File: src/rtl/ball_engine.sv
// Pong ball engine: per-frame ball motion, wall/paddle reflection, miss detection,
// scoring and the serve/play/game-over sequence. All outputs are registered.
module ball_engine #(
  parameter int unsigned SCREEN_W     = 640,
  parameter int unsigned SCREEN_H     = 480,
  parameter int unsigned BALL_HALF    = 5,
  parameter int unsigned PADDLE_HALF  = 20,
  parameter int unsigned R_PADDLE_X   = 540,
  parameter int unsigned L_PADDLE_X   = 100,
  parameter int unsigned SPEED        = 2,
  parameter int unsigned SERVE_FRAMES = 60,
  parameter int unsigned WIN_SCORE    = 9
) (
  input  logic       clk,
  input  logic       reset,
  input  logic [9:0] x_count,
  input  logic [9:0] y_count,
  input  logic [9:0] right_paddle_pos,
  input  logic [9:0] left_paddle_pos,
  output logic [9:0] ball_x_pos,
  output logic [9:0] ball_y_pos,
  output logic [3:0] score_left,
  output logic [3:0] score_right,
  output logic       serving,
  output logic       game_over,
  output logic       hit
);

  typedef enum logic [1:0] {StServe, StPlay, StGameOver} state_e;

  localparam logic [10:0] Half      = 11'(BALL_HALF);
  localparam logic [10:0] Step      = 11'(SPEED);
  localparam logic [10:0] YReach    = 11'(PADDLE_HALF + BALL_HALF);
  localparam logic [10:0] BotLimit  = 11'(SCREEN_H - 1);
  localparam logic [10:0] RightEdge = 11'(SCREEN_W - 1);
  localparam logic [10:0] RFace     = 11'(R_PADDLE_X);
  localparam logic [10:0] LFace     = 11'(L_PADDLE_X + BALL_HALF);
  localparam logic [9:0]  XCentre   = 10'(SCREEN_W / 2);
  localparam logic [9:0]  YCentre   = 10'(SCREEN_H / 2);
  localparam logic [9:0]  Speed10   = 10'(SPEED);
  localparam logic [9:0]  YBot      = 10'(SCREEN_H - 1 - BALL_HALF);
  localparam logic [9:0]  YTop      = 10'(BALL_HALF);
  localparam logic [9:0]  XRHit     = 10'(R_PADDLE_X - BALL_HALF);
  localparam logic [9:0]  XLHit     = 10'(L_PADDLE_X + BALL_HALF);
  localparam logic [7:0]  ServeLast = 8'(SERVE_FRAMES - 1);
  localparam logic [3:0]  WinScore  = 4'(WIN_SCORE);

  state_e     state_q, state_d;
  logic [9:0] x_q, x_d, y_q, y_d;
  logic       dir_x_q, dir_x_d, dir_y_q, dir_y_d;
  logic [7:0] serve_cnt_q, serve_cnt_d;
  logic [3:0] score_l_q, score_l_d, score_r_q, score_r_d;
  logic       hit_q, hit_d;

  logic        tick;
  logic [10:0] xe, ye, rpe, lpe;
  logic        y_bot, y_top, r_hit, l_hit, r_miss, l_miss;

  assign tick = (x_count == 10'd0) && (y_count == 10'(SCREEN_H));
  assign xe   = {1'b0, x_q};
  assign ye   = {1'b0, y_q};
  assign rpe  = {1'b0, right_paddle_pos};
  assign lpe  = {1'b0, left_paddle_pos};

  // All comparisons kept additive so small paddle positions cannot wrap.
  assign y_bot  = dir_y_q && (ye + Half + Step >= BotLimit);
  assign y_top  = !dir_y_q && (ye <= Half + Step);
  assign r_hit  = dir_x_q && (xe + Half < RFace) && (xe + Half + Step >= RFace) &&
                  (ye + YReach >= rpe) && (ye <= rpe + YReach);
  assign l_hit  = !dir_x_q && (xe > LFace) && (xe <= LFace + Step) &&
                  (ye + YReach >= lpe) && (ye <= lpe + YReach);
  assign r_miss = dir_x_q && (xe + Half + Step >= RightEdge);
  assign l_miss = !dir_x_q && (xe <= Half + Step);

  always_comb begin
    state_d     = state_q;
    x_d         = x_q;
    y_d         = y_q;
    dir_x_d     = dir_x_q;
    dir_y_d     = dir_y_q;
    serve_cnt_d = serve_cnt_q;
    score_l_d   = score_l_q;
    score_r_d   = score_r_q;
    hit_d       = 1'b0;
    if (tick) begin
      unique case (state_q)
        StServe: begin
          if (serve_cnt_q == ServeLast) begin
            state_d     = StPlay;
            serve_cnt_d = 8'd0;
          end else begin
            serve_cnt_d = serve_cnt_q + 8'd1;
          end
        end
        StPlay: begin
          if (r_miss || l_miss) begin
            x_d     = XCentre;
            y_d     = YCentre;
            dir_y_d = 1'b1;
            // Serve toward the player who just lost the point.
            dir_x_d = r_miss;
            if (r_miss) score_l_d = score_l_q + 4'd1;
            else        score_r_d = score_r_q + 4'd1;
            state_d = ((score_l_d == WinScore) || (score_r_d == WinScore)) ? StGameOver
                                                                           : StServe;
          end else begin
            if (y_bot) begin
              y_d     = YBot;
              dir_y_d = 1'b0;
            end else if (y_top) begin
              y_d     = YTop;
              dir_y_d = 1'b1;
            end else begin
              y_d = dir_y_q ? y_q + Speed10 : y_q - Speed10;
            end
            if (r_hit) begin
              x_d     = XRHit;
              dir_x_d = 1'b0;
              hit_d   = 1'b1;
            end else if (l_hit) begin
              x_d     = XLHit;
              dir_x_d = 1'b1;
              hit_d   = 1'b1;
            end else begin
              x_d = dir_x_q ? x_q + Speed10 : x_q - Speed10;
            end
          end
        end
        default: ;
      endcase
    end
  end

  always_ff @(posedge clk) begin
    if (reset) begin
      state_q     <= StServe;
      x_q         <= XCentre;
      y_q         <= YCentre;
      dir_x_q     <= 1'b1;
      dir_y_q     <= 1'b1;
      serve_cnt_q <= 8'd0;
      score_l_q   <= 4'd0;
      score_r_q   <= 4'd0;
      hit_q       <= 1'b0;
    end else begin
      state_q     <= state_d;
      x_q         <= x_d;
      y_q         <= y_d;
      dir_x_q     <= dir_x_d;
      dir_y_q     <= dir_y_d;
      serve_cnt_q <= serve_cnt_d;
      score_l_q   <= score_l_d;
      score_r_q   <= score_r_d;
      hit_q       <= hit_d;
    end
  end

  assign ball_x_pos  = x_q;
  assign ball_y_pos  = y_q;
  assign score_left  = score_l_q;
  assign score_right = score_r_q;
  assign serving     = (state_q == StServe);
  assign game_over   = (state_q == StGameOver);
  assign hit         = hit_q;

endmodule

File: config.mk
export PLATFORM = sky130hd
export DESIGN_NAME = ball_engine
export DESIGN_NICKNAME = d
export VERILOG_FILES = /design/src/rtl/ball_engine.sv
export SDC_FILE = /design/constraint.sdc
export NUM_CORES = 1
export LEC_CHECK = 0
export CAP_MARGIN = 20
export CORE_MARGIN = 2
export CORE_UTILIZATION = 58
export CTS_CLUSTER_DIAMETER = 50
export DETAILED_ROUTE_END_ITERATION = 7
export DONT_BUFFER_PORTS = 1
export PLACE_DENSITY = 0.83
export SLEW_MARGIN = 20
export SYNTH_ARGS = -nofsm -noshare
export SYNTH_HDL_FRONTEND = slang
export SYNTH_SLANG_ARGS = --single-unit
File: constraint.sdc
create_clock -name clk -period 5.6 [get_ports clk]
set_clock_uncertainty 0.1 [all_clocks]
set_input_delay 1.12 -clock clk [delete_from_list [all_inputs] [get_ports clk]]
set_output_delay 1.12 -clock clk [all_outputs]
set_load 0.03 [all_outputs]
==> reports/metrics.sh, run 1 <==
RUN_STATUS='completed'
CTS_REPAIR_RESIZE_COUNT=0
SYNTH_SEQ_AREA_SHARE=0.171
FIRST_GLOBAL_VIAS=4442
TIMING_WORST_SETUP_PATH_TYPE='register to register'
SYNTHFLOPTYPE='dfxtp_1'
PATH_MAX_FANOUT=14
RSZ0062_AT_GRT='no'
TRITONCTS_CLOCK_TREE='yes'
POWER_FRAC_SEQ=0.460
ANTENNA-DIODE-COUNT=0
IO_BUFFER_COUNT=0
SYNTH.MOST_COMMON_CELL='ha_1'
ROWS=33
P_LEAK_uW=0.00220
ASYNC_RESET_FF_FRAC=0
POST_ROUTE_CELLS_DRIVE_ABOVE_1_SHARE=0.0443
CLOCK_INSERTION_DELAY_WORST_SKEW_NS=0.31
YOSYSWARNINGCOUNT=0
GROUTE.USAGE.OVERALL=0.267
DESIGN.FINAL.NETS=722
SYNTH_AREA_SQ_UM=4800
P_SW_FRAC=0.255
ANTENNA_VIOLATIONS_BEFORE_REPAIR=0
FINAL_TOTAL_PWR_uW=649
GRT_REMAINING_OVERFLOW=0
AREA_DELTA_SYNTH_FINAL_PCT=3.00
DRT.ANTENNA.VIOLATING_NETS=0
POST_SYN_INSTANCES=628
TIMING.CRITICAL_PATH.FROM_TYPE='register'
LIBRARY_CELLS_USED_BY_SYNTHESIS=68
TIMING.CRITICAL_PATH.ARRIVAL_NS=4.74
TIMING_WORST_SLEW_PIN_VALUE_NS=1.03
FIN_HOLD_WS_NS=0.401
CLOCK_TREE.ROOT_CELL='clkbuf_8'
DRT_ITER0_DRC=334
END_KIND='register'
SYNTH.CELLS.MOST_FREQUENT='69 x ha_1, 48 x nand2_1, 47 x inv_1, 45 x a21oi_1'
MAX-SLEW-MARGIN-REL=0.306
COMB_POWER_SHARE=0.151
IOS=73
DRT_FIRST_PASS_ITERS=5
DETAILED_PLACE.AREA_SQ_UM=4830
WL_MM=11.9
POWER_PER_CELL_AREA_nW_PER_UM2=131
CTS-HOLD-FIX-BUFFERS=0
FIN_CRIT_NS=4.69
LAYOUT.CELL_AREA.NON_FILLER_SQ_UM=4950
DRT_DRC_VIOLATIONS_LEFT=0
WORSTPATHREQUIRED_NS=5.65
CTS.SINKS=41
VIA_PER_INST=6.31
DETAILROUTE.VIA_COUNT=4511
DIE_WIDTH_UM=95.0
DPL.HPWL_MM=9.28
CLKPWRFRAC=0.389
HTREEDEPTH=2
FMAXACHIEVABLE_MHz=213
P_INT_uW=484
LARGEST_NET_DEGREE_AT_THE_START_OF_GLOBAL_ROUTING=24
SYNTH_SEQ_CELLS=41
POST-SYNTH-TOP-AREA-CELL='ha_1'
POST_SYNTH_MAIN_AREA_CONTRIBUTORS='ha_1 18%, dfxtp_1 17%, xnor2_1 7.7%'
POSTCTSSETUPBUFFERS=0
POST-ROUTE-PERIOD-UTIL=0.837
INITIAL_CORE_UTIL=0.591
NET-SWITCHING-POWER_uW=165
GRT_PASS1_WL_MM=19.6
SYNTH_ENABLE_FLOP_CELLS=0
GP_CONGESTION=0.897
SYNTH_LARGEST_TYPE_AREA_FRACTION=0.180
FLOORPLAN.DIE.HEIGHT_UM=95.0
TOTALNEGATIVESETUPSLACK_NS=0
CTSLONGESTPATHBUFFERS=2
DIE_AREA_SQ_UM=9030
CORE_REGION_AREA_SQ_UM=8130
FINAL-MAX-SLEW-VIOLATION-COUNT=0
POST_SYNTH.CELL_AREA_AVG_SQ_UM=7.65
MAPPEDNETLISTNETS=741
HP-CLASS='register to register'
CTS.CLK_SLEW.WORST_PATHS_NS=0.09
FINALSETUPVIOLATIONS=0
CAP_VIOL_MAX_COUNT=0
NUMCTSBUFFERS=5
ROUTED_WIRE_LENGTH_PER_INSTANCE_UM=16.7
HOLD_VIOL_FINAL=0
IR_DROP_mV=0.147
==> power groups by stage <==
stage | clock [uW] | combinational, uW | sequential, uW
finish | 252 | 98.3 | 298
global route | 269 | 111 | 299
CTS | 257 | 97.9 | 299
detailed placement | 0 | 97.4 | 306
global placement | 0 | 91.6 | 305
floorplan | 0 | 79.2 | 304
==> metal layers <==
metal / global-route usage / wire [um] / vias to the layer above
li1: - / - / 2223
met1: 0.324 / 5120 / 2125
met2: 0.485 / 6110 / 149
met3: 0.0399 / 585 / 14
met4: 0.0797 / 124 / 0
met5: 0 / 0 / -
==> critical path, stage by stage, from the launching register on <==
cell and delay, ns:
dfxtp_1 0.72, inv_1 0.25, ha_1 0.49, ha_1 0.39
nor2_1 0.09, o21ai_0 0.18, o311ai_0 0.18, a311oi_1 0.37
nor4_1 0.12, o211a_1 0.27, o21ai_2 0.46, nand2_1 0.12
a21oi_1 0.62, o211ai_1 0.17
==> state kept, by name, indices dropped and copies added (netlist names) <==
name	count
ball_x_pos	10
ball_y_pos	10
dir_x_q	1
dir_y_q	1
hit	1
score_left	4
score_right	4
serve_cnt_q	8
state_q	2
==> area by class of cell <==
cell class	count	area, sq um
clock buffers	6	82.6
clock inverters	2	37.5
fillers	702	3190
inverters	48	180
multi-input cells	512	3690
flip-flops and latches	41	821
well taps	105	131
repair buffers	1	7.51
==> cells by family after synthesis <==
family | share of synthesized area
xor gates and xnor gates | 0.105
adders and majority gates | 0.188
buffers and inverters | 0.0615
muxes | 0.0107
DFF | 0.171
and+or+nand+nor | 0.235
AOI/OAI and AO/OA | 0.228
==> cell usage in the layout, fill, tap and decap left out, drive strengths merged, types with 4 or more instances in the layout <==
master / n
or3: 5
xnor2: 43
or4: 4
o2111ai: 4
nor2: 42
nor4: 9
a31oi: 5
dfxtp: 41
clkbuf: 6
nand2b: 10
a21o: 17
o211ai: 10
nand4: 9
nand3b: 5
nand3: 28
mux2i: 4
o21ai: 29
nor3: 22
inv: 48
and2: 4
o21bai: 7
or2: 6
nand2: 48
nor4b: 4
a21oi: 46
ha: 69
nor2b: 10
o31ai: 4
a211o: 6
xor2: 14
==> path summary, 6_finish.rpt <==
path,start,endpoint,slack (ns),cells after the start
max,ball_x_pos[1]$_SDFFE_PP0P_,ball_x_pos[8]$_SDFFE_PP1P_,0.91,13
min,serve_cnt_q[5]$_SDFFE_PP0P_,serve_cnt_q[5]$_SDFFE_PP0P_,0.40,2
max reg2reg,ball_x_pos[1]$_SDFFE_PP0P_,ball_x_pos[8]$_SDFFE_PP1P_,0.91,13
min reg2reg,serve_cnt_q[5]$_SDFFE_PP0P_,serve_cnt_q[5]$_SDFFE_PP0P_,0.40,2
==> per-stage QoR <==
step,utilization,std cells,worst slack [ns]
after floorplan,-,628,1.64
after global placement,0.593,707,1.15
after detailed placement,0.593,707,0.969
after CTS,0.608,715,0.953
after global routing,0.608,715,0.432
final,0.608,715,0.912
Note: power is estimated with default switching activity, not from simulation.
==> run 2: changes to the inputs <==
--- a/config.mk
+++ b/config.mk
@@ -11,7 +11,7 @@
 export CTS_CLUSTER_DIAMETER = 50
 export DETAILED_ROUTE_END_ITERATION = 7
 export DONT_BUFFER_PORTS = 1
-export PLACE_DENSITY = 0.83
+export PLACE_DENSITY = 0.85
 export SLEW_MARGIN = 20
 export SYNTH_ARGS = -nofsm -noshare
 export SYNTH_HDL_FRONTEND = slang
==> constraint.sdc (replaced) <==
create_clock -name clk -period 4.25 [get_ports clk]
set_clock_uncertainty 0.1 [all_clocks]
set_input_delay 0.85 -clock clk [delete_from_list [all_inputs] [get_ports clk]]
set_output_delay 0.85 -clock clk [all_outputs]
set_load 0.03 [all_outputs]
==> reports/metrics.sh, run 2 (synthesized netlist as in run 1, its figures left out) <==
HP-CLASS='register to register'
MIN_TO='ball_x_pos[1]$_SDFFE_PP0P_'
CTSLONGESTPATHBUFFERS=2  # unchanged
FILLERS=685  # -2.4%
MAX-SLEW-MARGIN-REL=0.407  # +0.101
DPL.HPWL_MM=9.64  # +3.9%
DRT_FIRST_PASS_ITERS=6  # +1
WORSTHOLDPATHCELLS=2  # unchanged
MULTI_INPUT_AREA_SQ_UM=3690  # unchanged
GP_CONGESTION=0.898  # +0.14%
PLACE_WORST_SETUP_SLACK_NS=0.381  # -0.588 ns
ANTENNA_VIOLATIONS_BEFORE_REPAIR=0  # unchanged
TIMING_WORST_SETUP_PATH_TYPE='register to register'
POSTCTSSETUPBUFFERS=0  # unchanged
DIE_WIDTH_UM=95.0  # unchanged
CTS_REPAIR_RESIZE_COUNT=0  # unchanged
LAYOUT.AREA.SEQ_SQ_UM=821  # unchanged
FIRST_GLOBAL_VIAS=4415  # -0.61%
TIMING.CRITICAL_PATH.FROM_TYPE='register'
DETAILROUTE.VIA_COUNT=4630  # +2.6%
CLOCK_INSERTION_DELAY_WORST_SKEW_NS=0.30  # about the same
CTS.CLK_SLEW.WORST_PATHS_NS=0.08  # about the same
FINAL-MAX-SLEW-VIOLATION-COUNT=0  # unchanged
CLOCK_TREE.ROOT_CELL='clkbuf_8'
REGTOREGENDPOINT='state_q[1]$_SDFFE_PP0P_'
IOS=73  # unchanged
HOLD_VIOL_FINAL=0  # unchanged
CTS-HOLD-FIX-BUFFERS=0  # unchanged
DRT_ITER0_DRC=216  # -35%
REG2REG_FROM='ball_x_pos[0]$_SDFFE_PP0P_'
RUN_STATUS='completed'
INITIAL_CORE_UTIL=0.591  # unchanged
REGTOREGSETUPSLACK_NS=0.27  # -0.64 ns
FMAXACHIEVABLE_MHz=251  # +18%
FIN_CRIT_NS=3.98  # -0.707 ns
DIE_AREA_SQ_UM=9030  # unchanged
GRT_PASS1_WL_MM=19.8  # +1.0%
DRT.ANTENNA.VIOLATING_NETS=0  # unchanged
ROUTED_WIRE_LENGTH_PER_INSTANCE_UM=16.6  # -0.52%
WORSTPATHREQUIRED_NS=4.38  # -1.27 ns
WL_MM=12.2  # +2.0%
LAYOUT_COMMONEST_CELL='ha_1'
GROUTE.USAGE.OVERALL=0.272  # +0.00506
RSZ0062_AT_GRT='no'
CAP_VIOL_MAX_COUNT=0  # unchanged
FLOORPLAN.DIE.HEIGHT_UM=95.0  # unchanged
CORE_REGION_AREA_SQ_UM=8130  # unchanged
AREA_DELTA_SYNTH_FINAL_PCT=5.11
SETUP_SLACK_NS=0.269  # -0.643 ns
HOLD_START='ball_x_pos[1]$_SDFFE_PP0P_'
CTS.SINKS=41  # unchanged
PATH_MAX_FANOUT=10  # -4
LARGEST_NET_DEGREE_AT_THE_START_OF_GLOBAL_ROUTING=23  # -4.2%
POST_ROUTE_CELLS_DRIVE_ABOVE_1_SHARE=0.0717  # +0.0274
DESIGN.FINAL.NETS=740  # +2.5%
NUMCTSBUFFERS=5  # unchanged
IO_BUFFER_COUNT=0  # unchanged
IR_DROP_mV=0.160  # +8.8%
TRITONCTS_CLOCK_TREE='yes'
WORST_R2R_PATH_DEPTH=13  # unchanged
POWER_PER_CELL_AREA_nW_PER_UM2=155  # +18%
P_LEAK_uW=0.00228  # +3.6%
TIMING_WORST_SLEW_PIN_VALUE_NS=0.882  # -0.150 ns
ROWS=33  # unchanged
FINALSETUPVIOLATIONS=0  # unchanged
ANTENNA-DIODE-COUNT=0  # unchanged
END_KIND='register'
GRT_REMAINING_OVERFLOW=0  # unchanged
LAYOUT.CELLS.MOST_COMMON_LIST='69 x ha_1, 48 x nand2_1, 47 x inv_1, 45 x a21oi_1'
POST-ROUTE-PERIOD-UTIL=0.937  # +0.0995
VIA_PER_INST=6.32  # +0.12%
FIN_HOLD_WS_NS=0.407  # +0.00576 ns
TOTALNEGATIVESETUPSLACK_NS=0  # unchanged
HTREEDEPTH=2  # unchanged
DRT_DRC_VIOLATIONS_LEFT=0  # unchanged
TIMING.CRITICAL_PATH.ARRIVAL_NS=4.11  # -0.63 ns
## run 2: metal layers
layer  part of all wire  wire [um]  vias to the layer above  global-route usage
met3              0.060        734                       33              0.0407
met5                  0          0                        -                   0
met2               0.49       6000                      185               0.478
met1               0.42       5110                     2149               0.337
met4              0.026        320                        0              0.0978
li1                   -          -                     2263                   -
## run 2: how the worst max path moves through the flow
stage | start | end | slack, ns | depth (start not counted)
2_1_floorplan | ball_x_pos[1]$_SDFFE_PP0P_ | state_q[1]$_SDFFE_PP0P_ | 0.39 | 14
3_3_place_gp | right_paddle_pos[0] | dir_x_q$_SDFFE_PP1P_ | 0.49 | 13
3_5_place_dp | right_paddle_pos[0] | dir_x_q$_SDFFE_PP1P_ | 0.38 | 13
4_1_cts | ball_x_pos[0]$_SDFFE_PP0P_ | state_q[1]$_SDFFE_PP0P_ | 0.37 | 13
5_1_grt | ball_x_pos[0]$_SDFFE_PP0P_ | state_q[1]$_SDFFE_PP0P_ | 0.15 | 13
6_report | ball_x_pos[0]$_SDFFE_PP0P_ | state_q[1]$_SDFFE_PP0P_ | 0.27 | 13
## run 2: area by class of cell
type,instances,share of cell area
clock buffers,5,0.0136
clock inverters,3,0.00347
inverters,48,0.0357
multi-input cells,512,0.730
flip-flops and latches,41,0.163
well taps,105,0.0260
repair buffers,19,0.0283
## run 2: report_power, final
| part | switching (uW) | total [uW] | internal (uW) |
|---|---|---|---|
| logic | 76.8 | 141 | 64.2 |
| clock network | 142 | 255 | 113 |
| registers | 0.777 | 386 | 385 |
| total | 219 | 782 | 563 |
## run 2: worst max-delay path, cell delays in order, from the launching register on
cell	delay [ns]
dfxtp_1	0.41
ha_1	0.36
xnor2_1	0.22
ha_1	0.39
nor4bb_1	0.34
o21ai_0	0.13
o311ai_0	0.11
a311oi_1	0.17
nor4_1	0.35
o211a_1	0.25
o21ai_2	0.15
or4_1	0.51
a221o_1	0.33
o211ai_1	0.09
## run 2: through the flow
stage / cells / util / instance area, sq um / total power [uW]
after floorplan: 628 / - / 4800 / 505
after global placement: 725 / 0.610 / 4960 / 526
after detailed placement: 725 / 0.610 / 4960 / 535
after CTS: 733 / 0.621 / 5050 / 788
after global routing: 733 / 0.621 / 5050 / 822
final: 733 / 0.621 / 5050 / 782
==> run 3: changes to the inputs <==
--- a/config.mk
+++ b/config.mk
@@ -7,12 +7,12 @@
 export LEC_CHECK = 0
 export CAP_MARGIN = 20
 export CORE_MARGIN = 2
-export CORE_UTILIZATION = 58
+export CORE_UTILIZATION = 42
 export CTS_CLUSTER_DIAMETER = 50
 export DETAILED_ROUTE_END_ITERATION = 7
 export DONT_BUFFER_PORTS = 1
-export PLACE_DENSITY = 0.85
-export SLEW_MARGIN = 20
+export PLACE_DENSITY = 0.68
+export SLEW_MARGIN = 10
 export SYNTH_ARGS = -nofsm -noshare
 export SYNTH_HDL_FRONTEND = slang
 export SYNTH_SLANG_ARGS = --single-unit
==> reports/metrics.sh, run 3 (synthesized netlist as in run 1, its figures left out) <==
DIE_AREA_SQ_UM=12300  # +36%
WL_MM=12.8  # +4.9%
TIMING.CRITICAL_PATH.FROM_TYPE='register'
MAX-SLEW-MARGIN-REL=0.310  # -0.0968
LAYOUT_COMMONEST_CELL='ha_1'
RSZ0062_AT_GRT='no'
CTS_REPAIR_RESIZE_COUNT=0  # unchanged
CORE_REGION_AREA_SQ_UM=11300  # +39%
FLOORPLAN.DIE.HEIGHT_UM=111  # +17%
DRT_ITER0_DRC=353  # +63%
CTS.CLK_SLEW.WORST_PATHS_NS=0.06  # -0.02 ns
DRT.ANTENNA.VIOLATING_NETS=0  # unchanged
CTS.SINKS=41  # unchanged
FINAL_CORE_UTIL=0.461  # -0.160
WORSTPATHREQUIRED_NS=4.36  # -0.02 ns
AREA_DELTA_SYNTH_FINAL_PCT=8.21
P_LEAK_uW=0.00233  # +2.2%
CAP_VIOL_MAX_COUNT=0  # unchanged
IOS=73  # unchanged
GP_CONGESTION=0.932  # +3.7%
IO_BUFFER_COUNT=0  # unchanged
DPL.HPWL_MM=10.1  # +4.5%
VIA_PER_INST=5.96  # -5.7%
NUMCTSBUFFERS=5  # unchanged
FINAL-MAX-SLEW-VIOLATION-COUNT=0  # unchanged
TIMING_WORST_SLEW_PIN_VALUE_NS=1.03  # +0.144 ns
DRT_DRC_VIOLATIONS_LEFT=0  # unchanged
ANTENNA-DIODE-COUNT=0  # unchanged
CTSLONGESTPATHBUFFERS=2  # unchanged
RUN_STATUS='completed'
END_KIND='register'
PATH_MAX_FANOUT=10  # unchanged
HTREEDEPTH=2  # unchanged
DESIGN.FINAL.NETS=742  # +0.27%
ANTENNA_VIOLATIONS_BEFORE_REPAIR=0  # unchanged
DRT_FIRST_PASS_ITERS=5  # -1
IR_DROP_mV=0.167  # +4.6%
POWER_PER_CELL_AREA_nW_PER_UM2=187  # +21%
LARGEST_NET_DEGREE_AT_THE_START_OF_GLOBAL_ROUTING=23  # unchanged
ROUTED_WIRE_LENGTH_PER_INSTANCE_UM=16.5  # -0.55%
POSTCTSSETUPBUFFERS=0  # unchanged
GROUTE.USAGE.OVERALL=0.205  # -0.0675
FIN_CRIT_NS=3.87  # -0.106 ns
POST-ROUTE-PERIOD-UTIL=0.912  # -0.0250
DPL.CELL_COUNT=765  # +5.5%
CLOCK_TREE.ROOT_CELL='clkbuf_16'
GRT_PASS1_WL_MM=21.2  # +7.0%
LAYOUT.CELLS.MOST_COMMON_LIST='69 x ha_1, 48 x nand2_1, 47 x inv_1, 45 x a21oi_1'
CLOCK_INSERTION_DELAY_WORST_SKEW_NS=0.28  # -0.02 ns
HOLD_VIOL_FINAL=0  # unchanged
DETAILROUTE.VIA_COUNT=4604  # -0.56%
POST_ROUTE_CELLS_DRIVE_ABOVE_1_SHARE=0.0730  # +0.00136
TIMING.CRITICAL_PATH.ARRIVAL_NS=3.98  # -0.13 ns
FINALSETUPVIOLATIONS=0  # unchanged
CTS-HOLD-FIX-BUFFERS=0  # unchanged
TOTALNEGATIVESETUPSLACK_NS=0  # unchanged
FIN_HOLD_WS_NS=0.396  # -0.0110 ns
FILLERS=1103  # +61%
GRT_REMAINING_OVERFLOW=0  # unchanged
FINISH.CELL_COUNT_WITHOUT_FILLERS=773  # +5.5%
HP-CLASS='register to register'
INITIAL_CORE_UTIL=0.426  # -0.164
DIE_WIDTH_UM=111  # +17%
TIMING_WORST_SETUP_PATH_TYPE='register to register'
FIRST_GLOBAL_VIAS=4579  # +3.7%
ROWS=39  # +18%
FMAXACHIEVABLE_MHz=258  # +2.7%
TRITONCTS_CLOCK_TREE='yes'
-- run 3: changes by cell type in the layout (fill, tap and decap cells not counted) --
cell,delta
clkinv_2,-2
bufinv_16,+1
clkbuf_8,-4
clkbuf_1,+1
clkinvlp_4,-1
buf_4,+2
clkbuf_16,+5
-- run 3: routing by layer --
layer | track usage | share of wire | vias to the layer above
li1 | - | - | 2260
met1 | 0.240 | 0.42 | 2167
met2 | 0.376 | 0.50 | 148
met3 | 0.0372 | 0.063 | 29
met4 | 0.0658 | 0.024 | 0
met5 | 0 | 0 | -
-- run 3: worst paths after layout --
path                                 endpoint  cells after the start  slack [ns]                   startpoint
hold reg to reg   serve_cnt_q[5]$_SDFFE_PP0P_                      2        0.40  serve_cnt_q[5]$_SDFFE_PP0P_
setup reg to reg      state_q[1]$_SDFFE_PP0P_                     13        0.38   ball_x_pos[0]$_SDFFE_PP0P_
setup / recovery      state_q[1]$_SDFFE_PP0P_                     13        0.38   ball_x_pos[0]$_SDFFE_PP0P_
hold / removal    serve_cnt_q[5]$_SDFFE_PP0P_                      2        0.40  serve_cnt_q[5]$_SDFFE_PP0P_
-- run 3: per-stage QoR --
stage,area (sq um),setup slack [ns],power [uW]
after global routing,5200,0.00673,1010
final,5200,0.375,973
after CTS,5200,0.453,984
after detailed placement,5020,0.374,537
after global placement,5020,0.443,532
after floorplan,4800,0.388,505
-- run 3: worst max-delay path, stage by stage (launching register included) --
cell      delay [ns]
dfxtp_1         0.35
ha_1            0.23
xnor2_1         0.27
ha_1            0.42
nor4bb_1        0.32
o21ai_0         0.12
o311ai_0        0.10
a311oi_1        0.18
nor4_1          0.34
o211a_1         0.26
o21ai_2         0.15
or4_1           0.52
a221o_1         0.33
o211ai_1        0.09
-- run 3: area by class of cell --
| cell class | instances | area, sq um | area share |
|---|---|---|---|
| multi-input combinational | 512 | 3690 | 0.709 |
| sequential | 41 | 821 | 0.158 |
| inverter | 48 | 180 | 0.0347 |
| tap | 143 | 179 | 0.0344 |
| timing repair buffer | 21 | 158 | 0.0303 |
| clock buffer | 7 | 143 | 0.0274 |
| clock inverter | 1 | 30.0 | 0.00578 |
-- run 3: power by group --
| group | total (uW) | internal (uW) | switching [uW] |
|---|---|---|---|
| registers | 388 | 386 | 2.39 |
| clock network | 444 | 293 | 151 |
| logic | 140 | 65.6 | 74.8 |
| total | 973 | 745 | 228 |
